[config.mk]
export PLATFORM = sky130hd
export DESIGN_NAME = fetch_sequencer
export DESIGN_NICKNAME = d
export VERILOG_FILES = /design/src/rtl/fetch_pkg.sv /design/src/rtl/fetch_watchdog.sv /design/src/rtl/fetch_sequencer.sv
export SDC_FILE = /design/constraint.sdc
export NUM_CORES = 1
export LEC_CHECK = 0
export ABC_AREA = 0
export CAP_MARGIN = 25
export CELL_PAD_IN_SITES_DETAIL_PLACEMENT = 1
export CELL_PAD_IN_SITES_GLOBAL_PLACEMENT = 2
export CORE_MARGIN = 2
export CORE_UTILIZATION = 31
export CTS_CLUSTER_DIAMETER = 100
export DETAILED_ROUTE_END_ITERATION = 8
export PLACE_DENSITY_LB_ADDON = 0.12
export SETUP_SLACK_MARGIN = 0.1
export SLEW_MARGIN = 20
export SYNTH_ARGS = -nofsm -noshare
export SYNTH_HDL_FRONTEND = slang
export SYNTH_HIERARCHICAL = 1
export SYNTH_SLANG_ARGS = --single-unit
export TNS_END_PERCENT = 100
[constraint.sdc]
create_clock -name clock_i -period 3.5 [get_ports clock_i]
set_clock_uncertainty 0.15 [all_clocks]
set_input_delay 0.7 -clock clock_i [delete_from_list [all_inputs] [get_ports clock_i]]
set_output_delay 0.7 -clock clock_i [all_outputs]
set_load 0.02 [all_outputs]
[src/rtl/fetch_pkg.sv]
// Shared types and default sizing for the instruction-fetch sequencer.
package fetch_pkg;

    localparam int unsigned DefDataWidth     = 32;
    localparam int unsigned DefAddrWidth     = 24;
    localparam int unsigned DefOpcodeSize    = 8;
    localparam int unsigned DefTimeoutCycles = 16;

    typedef enum logic [2:0] {
        StIdle,
        StReq,
        StLoad,
        StHold,
        StError
    } fetch_state_e;

    // Counter must be able to hold TimeoutCycles itself.
    function automatic int unsigned wd_count_width(input int unsigned timeout_cycles);
        return $clog2(timeout_cycles + 1);
    endfunction

    localparam int unsigned DefWdCountWidth = wd_count_width(DefTimeoutCycles);

endpackage

[src/rtl/fetch_watchdog.sv]
// Memory-handshake watchdog: counts REQ cycles without ack, flags the last allowed cycle.
module fetch_watchdog
    import fetch_pkg::*;
#(
    parameter int unsigned TimeoutCycles = DefTimeoutCycles
) (
    input  logic clock_i,
    input  logic reset_i,
    input  logic clear_i,
    input  logic count_en_i,
    output logic expire_o
);

    localparam int unsigned CntW = wd_count_width(TimeoutCycles);
    localparam logic [CntW-1:0] LastCnt = CntW'(TimeoutCycles - 1);

    logic [CntW-1:0] cnt_q, cnt_d;

    always_comb begin
        cnt_d = cnt_q;
        if (clear_i) begin
            cnt_d = '0;
        end else if (count_en_i) begin
            cnt_d = cnt_q + CntW'(1);
        end
    end

    // Fires on the cycle whose increment would bring the count to TimeoutCycles.
    assign expire_o = count_en_i && !clear_i && (cnt_q == LastCnt);

    always_ff @(posedge clock_i or posedge reset_i) begin
        if (reset_i) begin
            cnt_q <= '0;
        end else begin
            cnt_q <= cnt_d;
        end
    end

endmodule

[src/rtl/fetch_sequencer.sv]
// Instruction-fetch controller: owns the PC, runs the memory req/ack handshake,
// pulses the IR load enable and holds the instruction until the controller accepts it.
module fetch_sequencer
    import fetch_pkg::*;
#(
    parameter int unsigned DataWidth     = DefDataWidth,
    parameter int unsigned AddrWidth     = DefAddrWidth,
    parameter int unsigned OpcodeSize    = DefOpcodeSize,
    parameter int unsigned TimeoutCycles = DefTimeoutCycles
) (
    input  logic                 clock_i,
    input  logic                 reset_i,
    input  logic                 start_i,
    input  logic                 halt_i,
    input  logic                 mem_ack_i,
    input  logic                 instr_accept_i,
    input  logic                 branch_taken_i,
    input  logic [AddrWidth-1:0] branch_target_i,
    output logic                 mem_rd_req_o,
    output logic [AddrWidth-1:0] mem_addr_o,
    output logic                 ir_load_en_o,
    output logic                 instr_valid_o,
    output logic [AddrWidth-1:0] pc_out_o,
    output logic                 fetch_timeout_o,
    output logic                 busy_o
);

    if (TimeoutCycles < 2 || OpcodeSize > DataWidth) begin : g_bad_cfg
        $error("fetch_sequencer: TimeoutCycles must be >= 2 and OpcodeSize <= DataWidth");
    end

    fetch_state_e state_q, state_d;
    logic [AddrWidth-1:0] pc_q, pc_d;
    logic [AddrWidth-1:0] pc_out_q, pc_out_d;
    logic [AddrWidth-1:0] mem_addr_q, mem_addr_d;
    logic mem_rd_req_q, mem_rd_req_d;
    logic ir_load_en_q, ir_load_en_d;
    logic instr_valid_q, instr_valid_d;
    logic fetch_timeout_q, fetch_timeout_d;
    logic busy_q, busy_d;
    logic wd_expire;

    fetch_watchdog #(
        .TimeoutCycles(TimeoutCycles)
    ) u_watchdog (
        .clock_i   (clock_i),
        .reset_i   (reset_i),
        .clear_i   (state_q != StReq),
        .count_en_i(state_q == StReq && !mem_ack_i),
        .expire_o  (wd_expire)
    );

    always_comb begin
        state_d  = state_q;
        pc_d     = pc_q;
        pc_out_d = pc_out_q;

        case (state_q)
            StIdle: begin
                if (!halt_i && start_i) state_d = StReq;
            end
            StReq: begin
                // Ack on the final allowed cycle still wins over the watchdog.
                if (mem_ack_i) begin
                    state_d  = StLoad;
                    pc_out_d = pc_q;
                    pc_d     = pc_q + AddrWidth'(1);
                end else if (wd_expire) begin
                    state_d = StError;
                end
            end
            StLoad: state_d = StHold;
            StHold: begin
                if (instr_accept_i) begin
                    if (branch_taken_i) pc_d = branch_target_i;
                    state_d = halt_i ? StIdle : StReq;
                end
            end
            StError: state_d = StError;
            default: state_d = StIdle;
        endcase

        // Outputs are registered images of the next state.
        mem_rd_req_d    = (state_d == StReq);
        mem_addr_d      = (state_d == StReq) ? pc_d : '0;
        ir_load_en_d    = (state_d == StLoad);
        instr_valid_d   = (state_d == StHold);
        fetch_timeout_d = (state_d == StError);
        busy_d          = (state_d != StIdle);
        if (state_d == StError) pc_out_d = '0;
    end

    always_ff @(posedge clock_i or posedge reset_i) begin
        if (reset_i) begin
            state_q         <= StIdle;
            pc_q            <= '0;
            pc_out_q        <= '0;
            mem_addr_q      <= '0;
            mem_rd_req_q    <= 1'b0;
            ir_load_en_q    <= 1'b0;
            instr_valid_q   <= 1'b0;
            fetch_timeout_q <= 1'b0;
            busy_q          <= 1'b0;
        end else begin
            state_q         <= state_d;
            pc_q            <= pc_d;
            pc_out_q        <= pc_out_d;
            mem_addr_q      <= mem_addr_d;
            mem_rd_req_q    <= mem_rd_req_d;
            ir_load_en_q    <= ir_load_en_d;
            instr_valid_q   <= instr_valid_d;
            fetch_timeout_q <= fetch_timeout_d;
            busy_q          <= busy_d;
        end
    end

    assign mem_rd_req_o    = mem_rd_req_q;
    assign mem_addr_o      = mem_addr_q;
    assign ir_load_en_o    = ir_load_en_q;
    assign instr_valid_o   = instr_valid_q;
    assign pc_out_o        = pc_out_q;
    assign fetch_timeout_o = fetch_timeout_q;
    assign busy_o          = busy_q;

endmodule

---- Yosys cells after proc, flatten, opt, wreduce, memory -nomap -nowiden ----
Cells that the tools add are included.
word-level totals
  logic and storage cells ................. 51
  bits in registers ....................... 85
operators by class
  reduce and logical (&&, ||, !) cells .... 13
  equal/unequal tests ..................... 10
  $add $sub $neg .......................... 2
  mux-type cells .......................... 16
operators with widths
  kind                                                                      number
  24-bit 2-to-1 mux                                                         7
  24-bit one-hot mux with 2 select lines                                    1
  24-bit by 1-bit adder with 24-bit output (second input constant)          1
  3-bit one-hot mux with 5 select lines                                     1
  3-bit by 2-bit equality test with 1-bit output (second input constant)    4
  3-bit 2-to-1 mux                                                          4
  5-bit 2-to-1 mux                                                          2
  3-bit by 1-bit equality test with 1-bit output (second input constant)    2
  3-bit equality test (second input constant)                               2
  2-bit nonzero test                                                        3
  5-bit by 1-bit adder with 5-bit output (second input constant)            1
  5-bit by 4-bit equality test with 1-bit output (second input constant)    1
  1-bit logical AND                                                         4
  1-bit logical NOT                                                         3
  3-bit logical NOT                                                         1
  3-bit by 1-bit inequality test with 1-bit output (second input constant)  1
  3-bit nonzero test                                                        1
  2-bit AND reduction                                                       1
  1-bit 2-to-1 mux                                                          1

---- Depth between registers and ports, before layout ----
Gate-level depths: netlist of the first run.
  word-level depth ........................ 10
  mapped depth ............................ 14

---- By module ----
The synthesis of the first run kept the hierarchy.
modules (own cells, without submodules)
  module           area each (um^2)  sequential area each (um^2)  cells an instance  instances
  fetch_sequencer  3752.3            2001.9                       403                1
  fetch_watchdog   289.0             125.1                        26                 1

---- Worst setup path after synthesis of the first run ----
Ideal clock, no wire load.
  kind .................................... register -> register
  start ................................... register state_q[0]
  end ..................................... register mem_addr_q[12], in the netlist mem_addr_o[12]
  clock period less this slack ............ 2.947 ns
  arrival time ............................ 2.719 ns
  stages on the path, launching flop included .. 15
  buffers on the path ..................... 4
  setup slack ............................. 0.553 ns
  path through ............................ dfrtp_1 > nor3b_4 > inv_2 > buf_2 > buf_1 > nor2_1 > buf_6 > nand2_1 > nor2_1 > nor4b_1 > a21oi_1 > a21oi_1 > o211ai_1 > clkbuf_1 > a21oi_1
between the ends
  word-level cells in the longest chain between the ends .. 9
  elaborated cells between the ends (all ways) .. 18
ends and longest elaborated chain
  what                                                                                                                RTL line                                      text
  start, declared                                                                                                     fetch_sequencer.sv:32                         fetch_state_e state_q, state_d;
  start signal, assigned                                                                                              fetch_sequencer.sv:95                         state_q <= StIdle;
  start signal, assigned                                                                                              fetch_sequencer.sv:105                        state_q <= state_d;
  3-bit by 1-bit equality test with 1-bit output or 3-bit by 1-bit inequality test with 1-bit output (tied branches)  fetch_sequencer.sv:49, fetch_sequencer.sv:48
  1-bit logical AND or 1-bit logical NOT (tied branches)                                                              fetch_sequencer.sv:49, fetch_watchdog.sv:29
  1-bit logical AND (*) (2 in a row)                                                                                  fetch_watchdog.sv:29                          assign expire_o = count_en_i && !clear_i && (cnt_q == LastCnt);
  net wd_expire                                                                                                       fetch_sequencer.sv:41                         logic wd_expire;
  3-bit 2-to-1 mux (*)                                                                                                fetch_sequencer.sv:68                         end else if (wd_expire) begin
  3-bit 2-to-1 mux (*)                                                                                                fetch_sequencer.sv:64                         if (mem_ack_i) begin
  3-bit one-hot mux with 5 select lines (*)                                                                           fetch_sequencer.sv:58                         case (state_q)
  net state_d[0]                                                                                                      fetch_sequencer.sv:32
  3-bit by 1-bit equality test with 1-bit output (*)                                                                  fetch_sequencer.sv:85                         mem_addr_d = (state_d == StReq) ? pc_d : '0;
  24-bit 2-to-1 mux (*)                                                                                               fetch_sequencer.sv:85
  net mem_addr_d[12]                                                                                                  fetch_sequencer.sv:35                         logic [AddrWidth-1:0] mem_addr_q, mem_addr_d;
  end signal, assigned                                                                                                fetch_sequencer.sv:108                        mem_addr_q <= mem_addr_d;
  end, declared                                                                                                       fetch_sequencer.sv:35
The timed path passes the listed nets; every way through them passes the cells marked *.
A chain may end at the register's enable or synchronous reset.

---- Worst setup path in the final report of the first run ----
  start ................................... input port mem_ack_i
  end ..................................... register mem_addr_q[23], in the netlist mem_addr_o[23]
between the ends
  word-level cells in the longest chain between the ends .. 9
  elaborated cells between the ends (all ways) .. 11
ends and longest elaborated chain
  what                                            RTL line               text
  start, declared                                 fetch_sequencer.sv:15  input logic mem_ack_i,
  1-bit logical NOT                               fetch_sequencer.sv:49  .count_en_i(state_q == StReq && !mem_ack_i),
  1-bit logical AND                               fetch_sequencer.sv:49
  1-bit logical AND (2 in a row)                  fetch_watchdog.sv:29
  3-bit 2-to-1 mux                                fetch_sequencer.sv:68
  3-bit 2-to-1 mux                                fetch_sequencer.sv:64
  3-bit one-hot mux with 5 select lines           fetch_sequencer.sv:58
  3-bit by 1-bit equality test with 1-bit output  fetch_sequencer.sv:85
  24-bit 2-to-1 mux (*)                           fetch_sequencer.sv:85
  net mem_addr_d[23]                              fetch_sequencer.sv:35
Marked as above.

==> results of run 1 <==
[final cells by class]
| cell class | instances | area [sq um] | area share (%) |
|---|---|---|---|
| sequential | 85 | 2130 | 39.6 |
| multi-input combinational | 312 | 1760 | 32.8 |
| timing repair buffer | 96 | 941 | 17.5 |
| clock buffer | 14 | 274 | 5.10 |
| tap | 172 | 215 | 4.01 |
| inverter | 11 | 42.5 | 0.793 |
| clock inverter | 1 | 5.00 | 0.0932 |
[per-stage QoR]
stage	util (%)	area, sq um	hold slack [ns]	setup WS [ns]	instances
4_1_cts	42.4	5370	0.374	0.783	691
3_3_place_gp	40.2	5090	0.360	0.480	676
3_5_place_dp	40.2	5090	0.365	0.432	676
2_1_floorplan	-	4040	0.329	0.553	429
5_1_grt	42.4	5370	0.402	0.615	691
6_report	42.4	5370	0.367	0.816	691
[logic make-up after synthesis]
kind of cell             count (synthesis)  share of synthesized area (%)
buffers and inverters                   32                           3.96
adder cells (fa/ha/maj)                  3                          0.929
multiplexers                             7                           1.89
AND/OR/NAND/NOR                        189                           23.6
flip-flops                              85                           52.6
XOR/XNOR                                 6                           1.30
AO/OA/AOI/OAI                          107                           15.7
[final timing paths]
| path | from | to | slack, ns | cells past startpoint |
|---|---|---|---|---|
| setup / recovery | mem_ack_i | mem_addr_o[23]$_DFF_PP0_ | 0.82 | 6 |
| hold / removal | pc_out_o[12]$_DFFE_PP0P_ | pc_out_o[12]$_DFFE_PP0P_ | 0.37 | 2 |
| setup reg to reg | state_q[1]$_DFF_PP0_ | mem_addr_o[15]$_DFF_PP0_ | 0.91 | 11 |
| hold reg to reg | pc_out_o[12]$_DFFE_PP0P_ | pc_out_o[12]$_DFFE_PP0P_ | 0.37 | 2 |
| max in group asynchronous | reset_i | mem_addr_o[18]$_DFF_PP0_ | 1.95 | 3 |
| min in group asynchronous | reset_i | u_watchdog/cnt_q[4]$_DFFE_PP0P_ | 0.46 | 2 |
[Yosys cell counts, types with 3 or more instances]
cell       n  area, sq um
o22ai_1    3         18.8
and3_1     4         25.0
ha_1       3         37.5
o211ai_1   4         30.0
nand2_1   86          323
buf_2      4         20.0
a22oi_1    4         30.0
nand3_1   16         80.1
and2_1     4         25.0
nand2b_1   3         18.8
a21oi_1   55          275
or2_2      4         25.0
buf_6      4         45.0
a31oi_1   10         62.6
nand4_1    8         50.1
nor2b_1   13         81.3
a21o_1     3         22.5
clkbuf_1   9         33.8
o21ai_0   13         65.1
inv_1      9         33.8
xnor2_1    5         43.8
nor3_1    12         60.1
mux2i_1    5         50.1
or3_1      3         18.8
nor4_1     4         25.0
dfrtp_1   85         2130
nor2_1    18         67.6
[report_power, final]
group	switching (W)	total [W]	internal [W]	leakage, nW
registers	0.000416	0.00178	0.00136	1.10
clock network	0.000377	0.000911	0.000535	0.139
logic	0.00119	0.00209	0.000903	1.04
[routing by layer]
layer | track usage (%) | share of wire [%] | wire length [microns]
met1 | 25.6 | 48 | 5850
met2 | 28.8 | 47 | 5710
met3 | 4.01 | 3.9 | 469
met4 | 5.65 | 0.90 | 109
met5 | 0 | 0 | 0
[tightest hold or removal path, stage by stage (launching register included)]
cell and delay [ns]:
dfrtp_1 0.37, nand2_1 0.06, a21oi_1 0.05
[flip-flops by register name, summed over array words and instances (netlist names)]
| signal | count |
|---|---|
| state_q | 3 |
| ir_load_en_o | 1 |
| mem_addr_o | 24 |
| pc_q | 24 |
| u_watchdog/cnt_q | 5 |
| mem_rd_req_o | 1 |
| instr_valid_o | 1 |
| fetch_timeout_o | 1 |
| busy_o | 1 |
| pc_out_o | 24 |
==> key figures, run 1 <==
STA
  • Fmax: about 0.37 GHz
  • Max-slew violations: 0
  • Final count of hold timing violations: 0
  • Setup violations, final: 0
  • Actual slew at the worst max-slew pin: about 0.62 ns
  • Unrepaired setup endpoints after global routing: no
  • Min cycle time layout: 2.68 ns
  • Period utilization: between 70% and 80%
  • Rel. slew slack: between 50% and 60%
  • Final setup TNS: 0 ns

Logic synthesis
  • Synthesis-stage register bit count: between 80 and 90
  • Netlist Area Pre-Place: about 4000 sq um
  • Syn nets: between 400 and 500
  • Yosys warns: 6
  • EDFF count, synth: 0
  • Synthesized area per cell: 9.42 sq um
  • Yosys cell types: 55
  • Dominant synthesized flop cell: dfrtp_1
  • Fraction of registers with async set/reset: between 90% and 100%
  • Seq/Total Area, Yosys: a little over half
  • Mapped Cells: approximately 430

CTS
  • CTS hold repair buffers: 0
  • PostCTS Resize Cnt: 0
  • Clk root buf: clkbuf_16
  • Later-pin clock latency in the skew report: about 0.35 ns
  • TritonCTS Buffers: 9
  • # Post-CTS Setup Buffers: 0
  • H-Tree Depth: 3
  • CTS clk-pin slew, worst paths: ~0.06 ns
  • Clk sinks: between 80 and 90
  • CTS tree: done
  • Clk buf depth: 2

Run
  • Maxcap violations: 0

Layout
  • Commonest cells after routing, fill and taps aside: nand2_1 (86), dfrtp_1 (85), clkdlybuf4s50_1 (83)
  • Fin nets: 549
  • Filler instances: about 1.5k
  • Most common cell after layout, fill and taps aside: nand2_1
  • Layout area overhead: 32.8%
  • ANT cells: 0
  • Layout cell share with drive strength beyond 1: between 8 and 9%

Critical path
  • WP buf/inv: 1
  • CP Max Fanout: 11
  • CP Capture Type: flip-flop
  • CP Data Arrival Time: approximately 2.8 ns
  • Startpoint types: primary input
  • Worst stage delay on the critical path: ~0.66 ns
  • CP delay by family, top: simple AND/OR/NAND/NOR gates
  • Slowest-stage cell, CP: clkdlybuf4s50_1
  • Worst Path Required: 3.56 ns
  • Setup CP Type: primary input to flip-flop
  • Critical path cell sequence: clkdlybuf4s50_1 -> nand4_1 -> or2_2 -> nor3_1 -> mux2i_1 -> a21oi_1

Place
  • Quantity of I/O buffers inserted on ports: 83
  • Detailed Place HPWL: around 8500 microns
  • Routability cong.: ~0.76

Power
  • Power Density: 890 nW/um^2
  • Maximum VDD drop: around 0.33 mV
  • Total power draw: roughly 0.0048 W
  • P_leak: 2.28 nW

Hold path
  • Worst Hold Class: flip-flop to flip-flop

Die
  • Initial Utilization: 31.9%
  • Die Y: between 100 and 150 microns
  • IO Count: 84
  • # rows: 41
  • Core Footprint: 12700 sq um
  • Full die area: about 14000 sq um
  • Die span in x: around 120 microns

Detailed routing
  • Number of remaining DRC errors: 0
  • Wire length per cell: approximately 18 microns
  • Starting DRT DRC Count: 145
  • Number of vias in the routed layout: about 3.5k
  • Post-route ant nets: 0
  • Routed WL: 12100 microns
  • First-pass iteration count of the detailed router: 4
  • Avg Vias per Cell: around 5.1

Global routing
  • Largest net degree at the start of global routing: 51
  • Remaining Overflow, GRT: 0
  • Vias in the first global route: ~3.7k
  • Gr usage total: between 10% and 20%
  • First-pass GRT wire length: 20100 microns
  • Initial antenna violation count: 0

Status
  • Outcome: finished clean
Note: power is estimated with default switching activity, not from simulation.
==> inputs of run 2 (changes only) <==
--- a/config.mk
+++ b/config.mk
@@ -10,7 +10,7 @@
 export CELL_PAD_IN_SITES_DETAIL_PLACEMENT = 1
 export CELL_PAD_IN_SITES_GLOBAL_PLACEMENT = 2
 export CORE_MARGIN = 2
-export CORE_UTILIZATION = 31
+export CORE_UTILIZATION = 28
 export CTS_CLUSTER_DIAMETER = 100
 export DETAILED_ROUTE_END_ITERATION = 8
 export PLACE_DENSITY_LB_ADDON = 0.12
==> constraint.sdc (replaced) <==
create_clock -name clock_i -period 2.21 [get_ports clock_i]
set_clock_uncertainty 0.15 [all_clocks]
set_input_delay 0.442 -clock clock_i [delete_from_list [all_inputs] [get_ports clock_i]]
set_output_delay 0.442 -clock clock_i [all_outputs]
set_load 0.02 [all_outputs]
==> run 2 against run 1 <==
The flow now finishes with violations (setup timing); first-iteration DRC count down 14%; clock power up 78%; worst setup slack worse by 0.91 ns; register-to-register slack worse by 1.0 ns; largest power group unchanged.
==> key figures, run 2 (synthesis results as in run 1) <==
Critical path
  • CP Data Arrival Time: around 2.4 ns
  • Reg-to-reg slack, setup: -0.09 ns
  • CP Max Fanout: 6
  • Startpoint types: flip-flop
  • Worst Path Required: 2.34 ns
  • Setup CP Type: flip-flop to flip-flop
  • CP Capture Type: flip-flop

Die
  • # rows: between 40 and 50
  • Initial Utilization: between 20% and 30%
  • Die Y: around 120 microns
  • Core Footprint: about 14000 sq um
  • Die span in x: 124 microns
  • IO Count: 84
  • Full die area: 15400 sq um

Global routing
  • Initial antenna violation count: 0
  • Largest net degree at the start of global routing: 81
  • First-pass GRT wire length: ~22000 microns
  • Remaining Overflow, GRT: 0
  • Vias in the first global route: slightly above 4k
  • Gr usage total: 18.9%

Hold path
  • Worst Hold Class: primary input to asynchronous set/reset pin

Place
  • Quantity of I/O buffers inserted on ports: 83
  • Area after DPL: between 5000 and 6000 sq um
  • Detailed Place HPWL: between 9000 and 10000 microns
  • Placed insts: between 700 and 800
  • Routability cong.: between 0.8 and 0.9
  • Dpl ws: -0.370 ns

STA
  • Unrepaired setup endpoints after global routing: yes
  • Setup violations, final: 26
  • Final setup TNS: -1.51 ns
  • Actual slew at the worst max-slew pin: approximately 0.52 ns
  • Period utilization: 104%
  • Final count of hold timing violations: 0
  • Final setup margin: -0.0900 ns
  • Fmax: about 0.43 GHz
  • Rel. slew slack: approximately two thirds
  • Min cycle time layout: around 2.3 ns
  • Max-slew violations: 0

Detailed routing
  • Number of vias in the routed layout: between 3k and 4k
  • Avg Vias per Cell: ~5
  • Post-route ant nets: 0
  • Number of remaining DRC errors: 0
  • First-pass iteration count of the detailed router: 4
  • Routed WL: approximately 14000 microns
  • Wire length per cell: about 18 microns
  • Starting DRT DRC Count: roughly 120

CTS
  • H-Tree Depth: 3
  • Clk buf depth: 2
  • CTS clk-pin slew, worst paths: 0.06 ns
  • TritonCTS Buffers: 9
  • Later-pin clock latency in the skew report: around 0.34 ns
  • Clk root buf: clkbuf_16
  • CTS tree: done
  • Clk sinks: 85

Power
  • Maximum VDD drop: 0.473 mV
  • P_leak: between 2 and 3 nW
  • Power Density: between 1000 and 1500 nW/um^2
  • Total power draw: roughly 0.009 W

Layout
  • Register area: about 2100 sq um
  • Final Instance Count excl. Fillers: roughly 760
  • Filler instances: roughly 1.6k
  • Fin nets: between 600 and 700
  • Footprint of the multi-input gates: between 2000 and 2500 sq um
  • Final Cell Area: around 6300 sq um
  • Commonest cells after routing, fill and taps aside: nand2_1 (85), dfrtp_1 (84), clkdlybuf4s50_1 (82)
  • Layout area overhead: 56.5%
  • Most common cell after layout, fill and taps aside: nand2_1
  • Layout cell share with drive strength beyond 1: a little over a quarter
  • ANT cells: 0

Status
  • Violated checks: setup timing
  • Outcome: finished with violations

Run
  • Maxcap violations: 0
-- run 2: timing repair --
action	in CTS	in global routing
buffers inserted	5	3
gates cloned	2	3
hold buffers	0	0
gates resized for setup	23	24
setup endpoints to repair	35	58
pin swaps	4	7
-- run 2: cell type report --
| type | instances | area share (%) |
|---|---|---|
| timing repair buffer | 159 | 25.0 |
| clock inverter | 4 | 1.15 |
| inverter | 11 | 0.791 |
| sequential | 85 | 33.6 |
| tap | 180 | 3.56 |
| clock buffer | 12 | 3.74 |
| multi-input combinational | 312 | 32.1 |
-- run 2: critical path: stages (launching register included) --
cell and delay, ns:
dfrtp_1 0.39, ha_2 0.19, and3_4 0.18, ha_4 0.16, nand2_4 0.06, nor2_4 0.04, nor4b_4 0.22, a21oi_2 0.06
a21oi_2 0.16, o211ai_1 0.15, buf_4 0.20, clkbuf_16 0.17, a21oi_2 0.10
-- run 2: final timing paths --
path                                                       from  cells past startpoint                              end
worst max-delay path            u_watchdog/cnt_q[0]$_DFFE_PP0P_                     12         mem_addr_o[12]$_DFF_PP0_
worst min-delay path                                    reset_i                      2  u_watchdog/cnt_q[4]$_DFFE_PP0P_
worst max register to register  u_watchdog/cnt_q[0]$_DFFE_PP0P_                     12         mem_addr_o[12]$_DFF_PP0_
worst min register to register         pc_out_o[13]$_DFFE_PP0P_                      2         pc_out_o[13]$_DFFE_PP0P_
max in group asynchronous                               reset_i                      3        fetch_timeout_o$_DFF_PP0_
min in group clock_i                   pc_out_o[13]$_DFFE_PP0P_                      2         pc_out_o[13]$_DFFE_PP0P_
-- run 2: stage by stage --
stage	hold WS, ns	utilization [%]
after global routing	0.292	45.2
after CTS	0.240	43.6
final	0.242	45.2
after detailed placement	0.377	40.3
after floorplan	0.0705	-
after global placement	0.361	40.3
-- run 2: layer usage --
layer | vias up | share of wire, % | GRT usage [%]
met4 | 0 | 1.4 | 6.32
li1 | 1808 | - | -
met2 | 72 | 48 | 30.7
met1 | 1942 | 47 | 26.0
met3 | 10 | 3.3 | 2.66
met5 | - | 0 | 0
-- run 2: power breakdown --
part	switching, W	total [W]	internal [W]
Sequential	0.000380	0.00254	0.00216
Clock	0.000633	0.00162	0.000990
Combinational	0.00261	0.00491	0.00230
Total	0.00362	0.00907	0.00545
